`config.mk`:
```
export PLATFORM = sky130hd
export DESIGN_NAME = time_meter
export DESIGN_NICKNAME = d
export VERILOG_FILES = /design/src/rtl/time_meter_pkg.sv /design/src/rtl/time_meter_ch.sv /design/src/rtl/time_meter.sv
export SDC_FILE = /design/constraint.sdc
export NUM_CORES = 1
export LEC_CHECK = 0
export BUFFER_PORTS_ARGS = -buffer_cell sky130_fd_sc_hd__buf_2
export CAP_MARGIN = 30
export CORE_UTILIZATION = 41
export DETAILED_ROUTE_END_ITERATION = 6
export PLACE_DENSITY_LB_ADDON = 0.25
export SLEW_MARGIN = 5
export SYNTH_ARGS = -nofsm -noshare
export SYNTH_HDL_FRONTEND = slang
export SYNTH_SLANG_ARGS = --single-unit
```
`constraint.sdc`:
```
create_clock -name clk -period 2.5 [get_ports clk]
set_input_delay 0.25 -clock clk [delete_from_list [all_inputs] [get_ports clk]]
set_output_delay 0.25 -clock clk [all_outputs]
set_load 0.01 [all_outputs]
```
`src/rtl/time_meter_pkg.sv`:
```
// ---------------------------------------------------------------------------
// time_meter_pkg
// Shared defaults and channel-state definitions for the time_meter block.
//   N_CH_DEF     : default number of measurement channels
//   CNT_W_DEF    : default result/counter width
//   TICK_DIV_DEF : default clk cycles per time tick (1 ms at 50 MHz)
//   ch_phase_e   : per-cycle classification of a channel from (en, en_q)
// ---------------------------------------------------------------------------
package time_meter_pkg;

    localparam int N_CH_DEF     = 4;
    localparam int CNT_W_DEF    = 19;
    localparam int TICK_DIV_DEF = 50000;

    // What a channel does in the current cycle, derived from the live enable
    // and its registered copy.
    typedef enum logic [1:0] {
        CH_IDLE  = 2'd0,   // en=0, en_q=0
        CH_START = 2'd1,   // en=1, en_q=0
        CH_RUN   = 2'd2,   // en=1, en_q=1
        CH_STOP  = 2'd3    // en=0, en_q=1
    } ch_phase_e;

    function automatic ch_phase_e ch_classify(input logic en, input logic en_q);
        ch_phase_e phase;
        case ({en, en_q})
            2'b10:   phase = CH_START;
            2'b11:   phase = CH_RUN;
            2'b01:   phase = CH_STOP;
            default: phase = CH_IDLE;
        endcase
        return phase;
    endfunction

endpackage

```
`src/rtl/time_meter_ch.sv`:
```
// ---------------------------------------------------------------------------
// time_meter_ch
// One measurement channel: registers the enable, counts ticks while the
// window is open (saturating), and publishes the result on window close.
// Optional feature: define TIME_METER_MAX_EN to add a running maximum of
// completed results with a per-channel clear.
// Ports:
//   clk, rst   : clock, synchronous active-high reset
//   tick       : shared time tick from the prescaler
//   en         : measurement window (high = measuring)
//   res        : last completed duration in ticks
//   done       : one-cycle pulse when res/ovf update
//   ovf        : last completed measurement saturated
//   busy       : measurement in progress (registered enable)
//   max_clr    : (TIME_METER_MAX_EN) clear max_res, wins over an update
//   max_res    : (TIME_METER_MAX_EN) largest result since last clear/reset
// ---------------------------------------------------------------------------
module time_meter_ch
    import time_meter_pkg::*;
#(
    parameter int CNT_W = CNT_W_DEF
) (
    input  logic             clk,
    input  logic             rst,
    input  logic             tick,
    input  logic             en,
`ifdef TIME_METER_MAX_EN
    input  logic             max_clr,
    output logic [CNT_W-1:0] max_res,
`endif
    output logic [CNT_W-1:0] res,
    output logic             done,
    output logic             ovf,
    output logic             busy
);

    localparam logic [CNT_W-1:0] CNT_ALL_ONES = {CNT_W{1'b1}};

    logic             en_q,      en_d;
    logic [CNT_W-1:0] cnt_q,     cnt_d;
    logic             run_ovf_q, run_ovf_d;
    logic [CNT_W-1:0] res_q,     res_d;
    logic             ovf_q,     ovf_d;
    logic             done_q,    done_d;
`ifdef TIME_METER_MAX_EN
    logic [CNT_W-1:0] max_q,     max_d;
`endif

    ch_phase_e phase;

    always_comb begin
        phase     = ch_classify(en, en_q);
        en_d      = en;
        cnt_d     = cnt_q;
        run_ovf_d = run_ovf_q;
        res_d     = res_q;
        ovf_d     = ovf_q;
        done_d    = 1'b0;
`ifdef TIME_METER_MAX_EN
        max_d     = max_q;
`endif
        case (phase)
            CH_START: begin
                // A tick coinciding with the opening cycle is deliberately
                // not counted: only cycles with en=1 and en_q=1 count.
                cnt_d     = '0;
                run_ovf_d = 1'b0;
            end
            CH_RUN: begin
                if (tick) begin
                    // Saturate rather than wrap; the overflow flag marks
                    // that at least one tick was lost.
                    if (cnt_q == CNT_ALL_ONES) begin
                        run_ovf_d = 1'b1;
                    end else begin
                        cnt_d = cnt_q + CNT_W'(1);
                    end
                end
            end
            CH_STOP: begin
                res_d  = cnt_q;
                ovf_d  = run_ovf_q;
                done_d = 1'b1;
`ifdef TIME_METER_MAX_EN
                if (cnt_q > max_q) begin
                    max_d = cnt_q;
                end
`endif
            end
            default: begin
            end
        endcase
`ifdef TIME_METER_MAX_EN
        if (max_clr) begin
            max_d = '0;
        end
`endif
    end

    always_ff @(posedge clk) begin
        if (rst) begin
            en_q      <= 1'b0;
            cnt_q     <= '0;
            run_ovf_q <= 1'b0;
            res_q     <= '0;
            ovf_q     <= 1'b0;
            done_q    <= 1'b0;
`ifdef TIME_METER_MAX_EN
            max_q     <= '0;
`endif
        end else begin
            en_q      <= en_d;
            cnt_q     <= cnt_d;
            run_ovf_q <= run_ovf_d;
            res_q     <= res_d;
            ovf_q     <= ovf_d;
            done_q    <= done_d;
`ifdef TIME_METER_MAX_EN
            max_q     <= max_d;
`endif
        end
    end

    assign res  = res_q;
    assign ovf  = ovf_q;
    assign done = done_q;
    assign busy = en_q;
`ifdef TIME_METER_MAX_EN
    assign max_res = max_q;
`endif

endmodule

```
`src/rtl/time_meter.sv`:
```
// ---------------------------------------------------------------------------
// time_meter
// Multi-channel pulse-width meter. A single free-running prescaler produces
// a time tick shared by N_CH independent channels; each channel measures how
// many ticks elapse while its enable is high.
// Optional feature: define TIME_METER_MAX_EN to add max_clr/max_res.
// Ports:
//   clk      : sole clock, rising edge
//   rst      : synchronous active-high reset
//   en       : [N_CH] per-channel measurement window
//   res      : [N_CH*CNT_W] last results, channel i at [i*CNT_W +: CNT_W]
//   done     : [N_CH] one-cycle pulse when a channel's result updates
//   ovf      : [N_CH] last completed measurement saturated
//   busy     : [N_CH] measurement in progress
//   max_clr  : [N_CH] (TIME_METER_MAX_EN) clear running maximum
//   max_res  : [N_CH*CNT_W] (TIME_METER_MAX_EN) running maximum of results
// ---------------------------------------------------------------------------
module time_meter
    import time_meter_pkg::*;
#(
    parameter int N_CH     = N_CH_DEF,
    parameter int CNT_W    = CNT_W_DEF,
    parameter int TICK_DIV = TICK_DIV_DEF
) (
    input  logic                  clk,
    input  logic                  rst,
    input  logic [N_CH-1:0]       en,
`ifdef TIME_METER_MAX_EN
    input  logic [N_CH-1:0]       max_clr,
    output logic [N_CH*CNT_W-1:0] max_res,
`endif
    output logic [N_CH*CNT_W-1:0] res,
    output logic [N_CH-1:0]       done,
    output logic [N_CH-1:0]       ovf,
    output logic [N_CH-1:0]       busy
);

    // A one-bit prescaler is kept for TICK_DIV=1 so the width is never zero;
    // it then sits at 0, which is also its terminal value, so tick is always 1.
    localparam int                PRESC_W    = (TICK_DIV > 1) ? $clog2(TICK_DIV) : 1;
    localparam logic [PRESC_W-1:0] PRESC_LAST = PRESC_W'(TICK_DIV - 1);

    logic [PRESC_W-1:0] presc_q, presc_d;
    logic               tick;

    always_comb begin
        tick    = (presc_q == PRESC_LAST);
        presc_d = presc_q + PRESC_W'(1);
        if (tick) begin
            presc_d = '0;
        end
    end

    always_ff @(posedge clk) begin
        if (rst) begin
            presc_q <= '0;
        end else begin
            presc_q <= presc_d;
        end
    end

    generate
        for (genvar gi = 0; gi < N_CH; gi++) begin : g_ch
            time_meter_ch #(
                .CNT_W (CNT_W)
            ) u_ch (
                .clk     (clk),
                .rst     (rst),
                .tick    (tick),
                .en      (en[gi]),
`ifdef TIME_METER_MAX_EN
                .max_clr (max_clr[gi]),
                .max_res (max_res[gi*CNT_W +: CNT_W]),
`endif
                .res     (res[gi*CNT_W +: CNT_W]),
                .done    (done[gi]),
                .ovf     (ovf[gi]),
                .busy    (busy[gi])
            );
        end
    endgenerate

endmodule
```
==> impl_metrics.py, run 1 <==
metrics = {
    "cts": {
        "post_cts_buffers": 0,
        "htree_levels": 4,
        "cts-root-buf": "clkbuf_16",
        "cts_buffer_depth": 2,
        "cts_made_buffers": 17,
        "worstSkewPairLatency_ns": 0.43,
        "cts_tree": "done",
        "path_clk_slew_ns": 0.07,
        "cts.sinks": 184,
    },
    "yosys": {
        "synth_edf_count": 0,
        "syn_area_per_cell_um2": 8.02,
        "synth-seq-area-share_pct": 44.6,
        "synthesis.nets": 1042,
        "ys_seq_elements": 184,
        "syn_area_um2": 8260,
        "synth_top_cell_by_area": "dfxtp_1",
        "ys_types": 66,
        "synth_ff_type": "dfxtp_1",
        "yosysTopAreaCellShare_pct": 44.6,
        "yosys_warnings": 0,
        "postSynthCellCount": 1031,
        "synthArstFlopShare_pct": 0,
        "synthTopCellsByArea": "dfxtp_1 (45%), nand2_1 (10%), a21oi_1 (6.7%)",
    },
    "outcome": {
        "status": "completed",
    },
    "die": {
        "coreArea_um2": 19600,
        "dieArea_um2": 20700,
        "fp.dieH_um": 144,
        "initial_core_util_pct": 42.2,
        "std_cell_rows": 51,
        "dieWidth_um": 144,
        "num_io_pins": 94,
    },
    "drt": {
        "routed_wl_um": 20300,
        "vias": 7536,
        "avgRoutedWirePerCell_um": 14.7,
        "vias_per_cell": 5.46,
        "ant_nets": 0,
        "drtIter0Drc": 609,
        "drc": 0,
        "first_pass_iters": 5,
    },
    "final_layout": {
        "final_area_um2": 9590,
        "nFillCells": 1942,
        "syn_to_final_growth_pct": 16.0,
        "drive_above_1_share_pct": 14.5,
        "final_nets": 1112,
        "diodes": 0,
    },
    "sta": {
        "tightest_slew_ns": 0.823,
        "holdWs_ns": 0.0405,
        "slew_viol_final": 0,
        "slew_headroom_pct": 45.2,
        "fin_tns_setup_ns": 0,
        "setup_viol": 0,
        "hold_viol": 0,
        "fin_skew_ns": 0.00875,
        "rsz0062_at_grt": "no",
        "fmaxAchievable_mhz": 440,
        "min_period_over_period_pct": 91.0,
        "min_period_ns": 2.27,
    },
    "global_route": {
        "grt.total_usage_pct": 20.5,
        "grt_util_met3_pct": 4.14,
        "grt_max_degree": 52,
        "use_met2_pct": 33.2,
        "grt_util_met1_pct": 27.5,
        "antenna_found_initial": 0,
        "grt_overflow": 0,
        "grt_pass1_vias": 6927,
        "grt_pass1_wl_um": 34200,
        "busiest_layer": "met2",
    },
    "power_and_ir_drop": {
        "ir_drop_mv": 0.463,
        "finalPower_uw": 6080,
        "powerDensity_nw_per_um2": 634,
        "p_leak_uw": 0.00342,
    },
    "placed_design": {
        "gp_routability_congestion": 0.872,
        "post_dp_cell_area_um2": 8950,
        "place_hpwl_um": 13400,
        "portBuffers": 93,
    },
    "worst_setup_path": {
        "criticalPathCategory": "flip-flop to flip-flop",
        "worst_setup_path_start_kind": "flip-flop",
        "path_cells": "nor4b_1 -> and4b_2 -> o211ai_1 -> or4_1 -> a31oi_1",
        "cpPeakStageDelay_ns": 0.56,
        "cp-end-kind": "flip-flop",
        "cp.arrival_ns": 2.62,
        "crit_slowest_cell": "or4_1",
        "cp.required_ns": 2.85,
        "cp_max_fo": 8,
    },
    "flow_run": {
        "max_cap_violations": 0,
    },
    "min_path": {
        "hold_path_class": "primary input to flip-flop",
    },
}
final timing paths:
kind | startpoint | endpoint | slack, ns | cells after the start
worst max-delay path | presc_q[11] | g_ch[3].u_ch.cnt_q[13] | 0.23 | 5
worst min-delay path | rst | g_ch[0].u_ch.ovf | 0.04 | 2
worst max register to register | presc_q[11] | g_ch[3].u_ch.cnt_q[13] | 0.23 | 5
worst min register to register | g_ch[1].u_ch.res[10] | g_ch[1].u_ch.res[10] | 0.45 | 2
per-layer routing:
metal | part of all wire, % | wire length [um]
met4 | 1.3 | 262
met2 | 46 | 9280
met1 | 48 | 9750
met3 | 4.8 | 972
met5 | 0 | 0
synth_stat cells, types with 5 or more instances:
master,instances
a22o_1,6
buf_1,6
clkbuf_1,47
nand4_1,25
buf_4,12
a21oi_1,110
nor3_1,15
o311ai_0,7
ha_1,5
xor2_1,7
and2_1,5
nand2_1,230
a31oi_1,23
buf_2,7
a211oi_1,6
nand2b_1,21
inv_1,20
nor2b_1,15
nand3_1,44
dfxtp_1,184
and4_1,11
nor4_1,12
a311oi_1,5
xnor2_1,5
o211ai_1,32
a21o_1,8
or4_1,25
or3_1,7
o21ai_0,10
nor2_1,51
and3_1,13
critical path, delay by kind of cell (launching register included):
kind / cells / cell delay, ns
compound gates: 2 / 0.43
flops: 1 / 0.36
simple gates: 3 / 1.40
cell families (layout without fill, tap and decap cells):
| group | after synthesis | in the layout | synth area share, % |
|---|---|---|---|
| AND/OR/NAND/NOR | 490 | 490 | 28.9 |
| AO/OA/AOI/OAI | 243 | 243 | 19.0 |
| flip-flops | 184 | 184 | 44.6 |
| buffers and inverters | 95 | 178 | 5.24 |
| XOR/XNOR | 12 | 12 | 1.27 |
| adder cells (fa/ha/maj) | 5 | 5 | 0.757 |
| multiplexers | 2 | 2 | 0.242 |
what timing repair did:
action / CTS / global route
endpoints found under the setup margin: 0 / 2
gates resized for setup: 0 / 1
hold buffers: 0 / 0
power breakdown:
group | switching, uW | leakage (uW) | internal (uW)
Clock | 1150 | 0.000297 | 1770
Combinational | 151 | 0.00164 | 52.2
Sequential | 7.93 | 0.00148 | 2940
Total | 1310 | 0.00342 | 4770
layout by cell type (no fill, tap or decap), drive strengths merged, types with 8 or more instances in the layout:
| cell type | n |
|---|---|
| a21o | 8 |
| nor2 | 51 |
| inv | 21 |
| buf | 126 |
| dfxtp | 184 |
| nand2b | 21 |
| nand3 | 44 |
| or4 | 25 |
| o211ai | 33 |
| clkbuf | 20 |
| nor3 | 15 |
| nand2 | 230 |
| and3 | 13 |
| nor4 | 12 |
| nor2b | 15 |
| o21ai | 12 |
| a31oi | 23 |
| and4 | 12 |
| a21oi | 110 |
| nand4 | 25 |
state kept, by name, indices dropped and copies added (netlist names):
name,cells
g_ch.u_ch.cnt_q,76
g_ch.u_ch.res,76
presc_q,16
g_ch.u_ch.busy,4
g_ch.u_ch.done,4
g_ch.u_ch.ovf,4
g_ch.u_ch.run_ovf_q,4
metrics by stage:
step           setup WS (ns)  cells  util [%]
2_1_floorplan          0.312   1031         -
3_3_place_gp           0.292   1347      45.7
3_5_place_dp           0.249   1347      45.7
4_1_cts                0.144   1379      48.9
5_1_grt               0.0377   1379      49.0
6_report               0.226   1379      49.0
final cells by class:
type                            instances  area, um^2  share of cell area [%]
Multi-Input combinational cell        752        4150                    43.3
Sequential cell                       184        3680                    38.4
Timing Repair Buffer                  126         716                    7.46
Clock buffer                           20         437                    4.55
Tap cell                              265         332                    3.46
Clock inverter                         12         199                    2.07
Inverter                               20        75.1                   0.783
Note: power is estimated with default switching activity, not from simulation.
==> run 2, diff against run 1 <==
Settings changed: CORE_UTILIZATION 41 to 45.
==> run 2 against run 1 <==
Sequential share of layout area is the same. Via count grew 0.38%. Power shrank 0.67%. Maximum frequency shrank 2.1%. Setup slack lost 0.049 ns. Global-route usage grew 1.4 points. Sequential power is essentially flat. Core utilization grew 4.4 points. Worst hold slack gained 0.12 ns. Critical path depth is the same. Largest cell class unchanged. Largest power group unchanged.
==> impl_metrics.py, run 2 (synthesis results as in run 1) <==
metrics = {
    "outcome": {
        "status": "completed",
    },
    "final_layout": {
        "layout_commonest_cell": "nand2_1",
        "final_cell_mix": "nand2_1 (230), dfxtp_1 (184), a21oi_1 (110)",
        "drive_above_1_share_pct": 15.1,
        "final_nets": 1119,
        "syn_to_final_growth_pct": 16.0,
        "postLayoutCoreUtil_pct": 53.4,
        "diodes": 0,
    },
    "drt": {
        "ant_nets": 0,
        "avgRoutedWirePerCell_um": 14.7,
        "drc": 0,
        "vias": 7565,
        "vias_per_cell": 5.61,
        "drtIter0Drc": 529,
        "routed_wl_um": 19800,
        "first_pass_iters": 5,
    },
    "power_and_ir_drop": {
        "clkPwrFrac_pct": 47.8,
        "finalPower_uw": 6040,
        "ir_drop_mv": 0.654,
        "p_int_uw": 4720,
        "p_leak_uw": 0.00346,
        "powerDensity_nw_per_um2": 629,
        "p_sw_uw": 1320,
        "comb_power_share_pct": 3.4,
        "power_switching_share_pct": 21.8,
        "seq_power_share_pct": 48.8,
    },
    "sta": {
        "hold_viol": 0,
        "slew_viol_final": 0,
        "setup_viol": 0,
        "fin_tns_setup_ns": 0,
        "fin_skew_ns": 0.0104,
        "min_period_ns": 2.32,
        "slew_headroom_pct": 46.3,
        "rsz0062_at_grt": "no",
        "min_period_over_period_pct": 92.9,
        "tightest_slew_ns": 0.799,
        "fmaxAchievable_mhz": 431,
    },
    "cts": {
        "cts-root-buf": "clkbuf_16",
        "worstSkewPairLatency_ns": 0.44,
        "path_clk_slew_ns": 0.07,
        "cts_resized": 0,
        "post_cts_buffers": 0,
        "cts.sinks": 184,
        "cts_made_buffers": 17,
        "htree_levels": 4,
        "cts_tree": "done",
        "cts_hold_repair.buffers": 0,
        "cts_buffer_depth": 2,
    },
    "worst_setup_path": {
        "criticalPathCategory": "flip-flop to flip-flop",
        "cpPeakStageDelay_ns": 0.56,
        "cp.required_ns": 2.85,
        "cp-end-kind": "flip-flop",
        "cp.arrival_ns": 2.68,
        "cp_max_fo": 8,
        "path_cells": "nor4bb_1 -> and4b_1 -> o211ai_1 -> or4_1 -> a31oi_1",
        "worst_setup_path_start_kind": "flip-flop",
        "crit_slowest_cell": "or4_1",
    },
    "min_path": {
        "hold_path_class": "primary input to flip-flop",
    },
    "global_route": {
        "grt_max_degree": 73,
        "grt_pass1_wl_um": 33200,
        "grt_overflow": 0,
        "antenna_found_initial": 0,
        "grt.total_usage_pct": 21.9,
        "grt_pass1_vias": 6841,
    },
    "die": {
        "coreArea_um2": 18000,
        "fp.dieH_um": 138,
        "initial_core_util_pct": 46.0,
        "dieArea_um2": 18900,
        "dieWidth_um": 138,
        "num_io_pins": 94,
        "std_cell_rows": 49,
    },
    "placed_design": {
        "gp_routability_congestion": 0.875,
        "place_hpwl_um": 13200,
        "portBuffers": 93,
    },
    "flow_run": {
        "max_cap_violations": 0,
    },
}
==> run 2: cell type report <==
class | instances | area, um^2
Clock buffer | 20 | 457
Clock inverter | 11 | 173
Fill cell | 1689 | 8370
Inverter | 20 | 75.1
Multi-Input combinational cell | 752 | 4150
Sequential cell | 184 | 3680
Tap cell | 229 | 287
Timing Repair Buffer | 133 | 768
==> run 2: metal layers <==
layer	vias up	wire length, um	GRT usage, %
li1	3841	-	-
met1	3560	9460	28.8
met2	149	9350	36.2
met5	-	0	0
met4	0	181	6.11
met3	15	794	4.45
==> run 2: critical path, delay by kind of cell (launching register included) <==
family / cells / cell delay (ns)
DFF: 1 / 0.37
and+or+nand+nor: 3 / 1.39
AOI/OAI and AO/OA: 2 / 0.48
==> run 2: final timing paths <==
path	startpoint	end	slack (ns)	depth (start not counted)
setup reg to reg	presc_q[10]	g_ch[3].u_ch.cnt_q[13]	0.18	5
setup / recovery	presc_q[10]	g_ch[3].u_ch.cnt_q[13]	0.18	5
hold / removal	rst	g_ch[2].u_ch.done	0.16	2
hold reg to reg	presc_q[0]	presc_q[0]	0.45	1
==> run 2: stage by stage <==
step / area, um^2 / worst slack (ns) / cells / hold slack, ns
2_1_floorplan: 8260 / 0.312 / 1031 / 0.403
3_3_place_gp: 8960 / 0.264 / 1318 / 0.434
3_5_place_dp: 8960 / 0.223 / 1318 / 0.442
4_1_cts: 9590 / 0.205 / 1349 / 0.146
5_1_grt: 9590 / 0.0134 / 1349 / 0.172
6_report: 9590 / 0.178 / 1349 / 0.160
==> run 2: power by group through the flow <==
stage	sequential [uW]	clock, uW	combinational (uW)
finish	2950	2880	206
global route	2950	3050	228
CTS	2950	2940	208
detailed placement	3010	0	208
global placement	3010	0	208
floorplan	3010	0	142
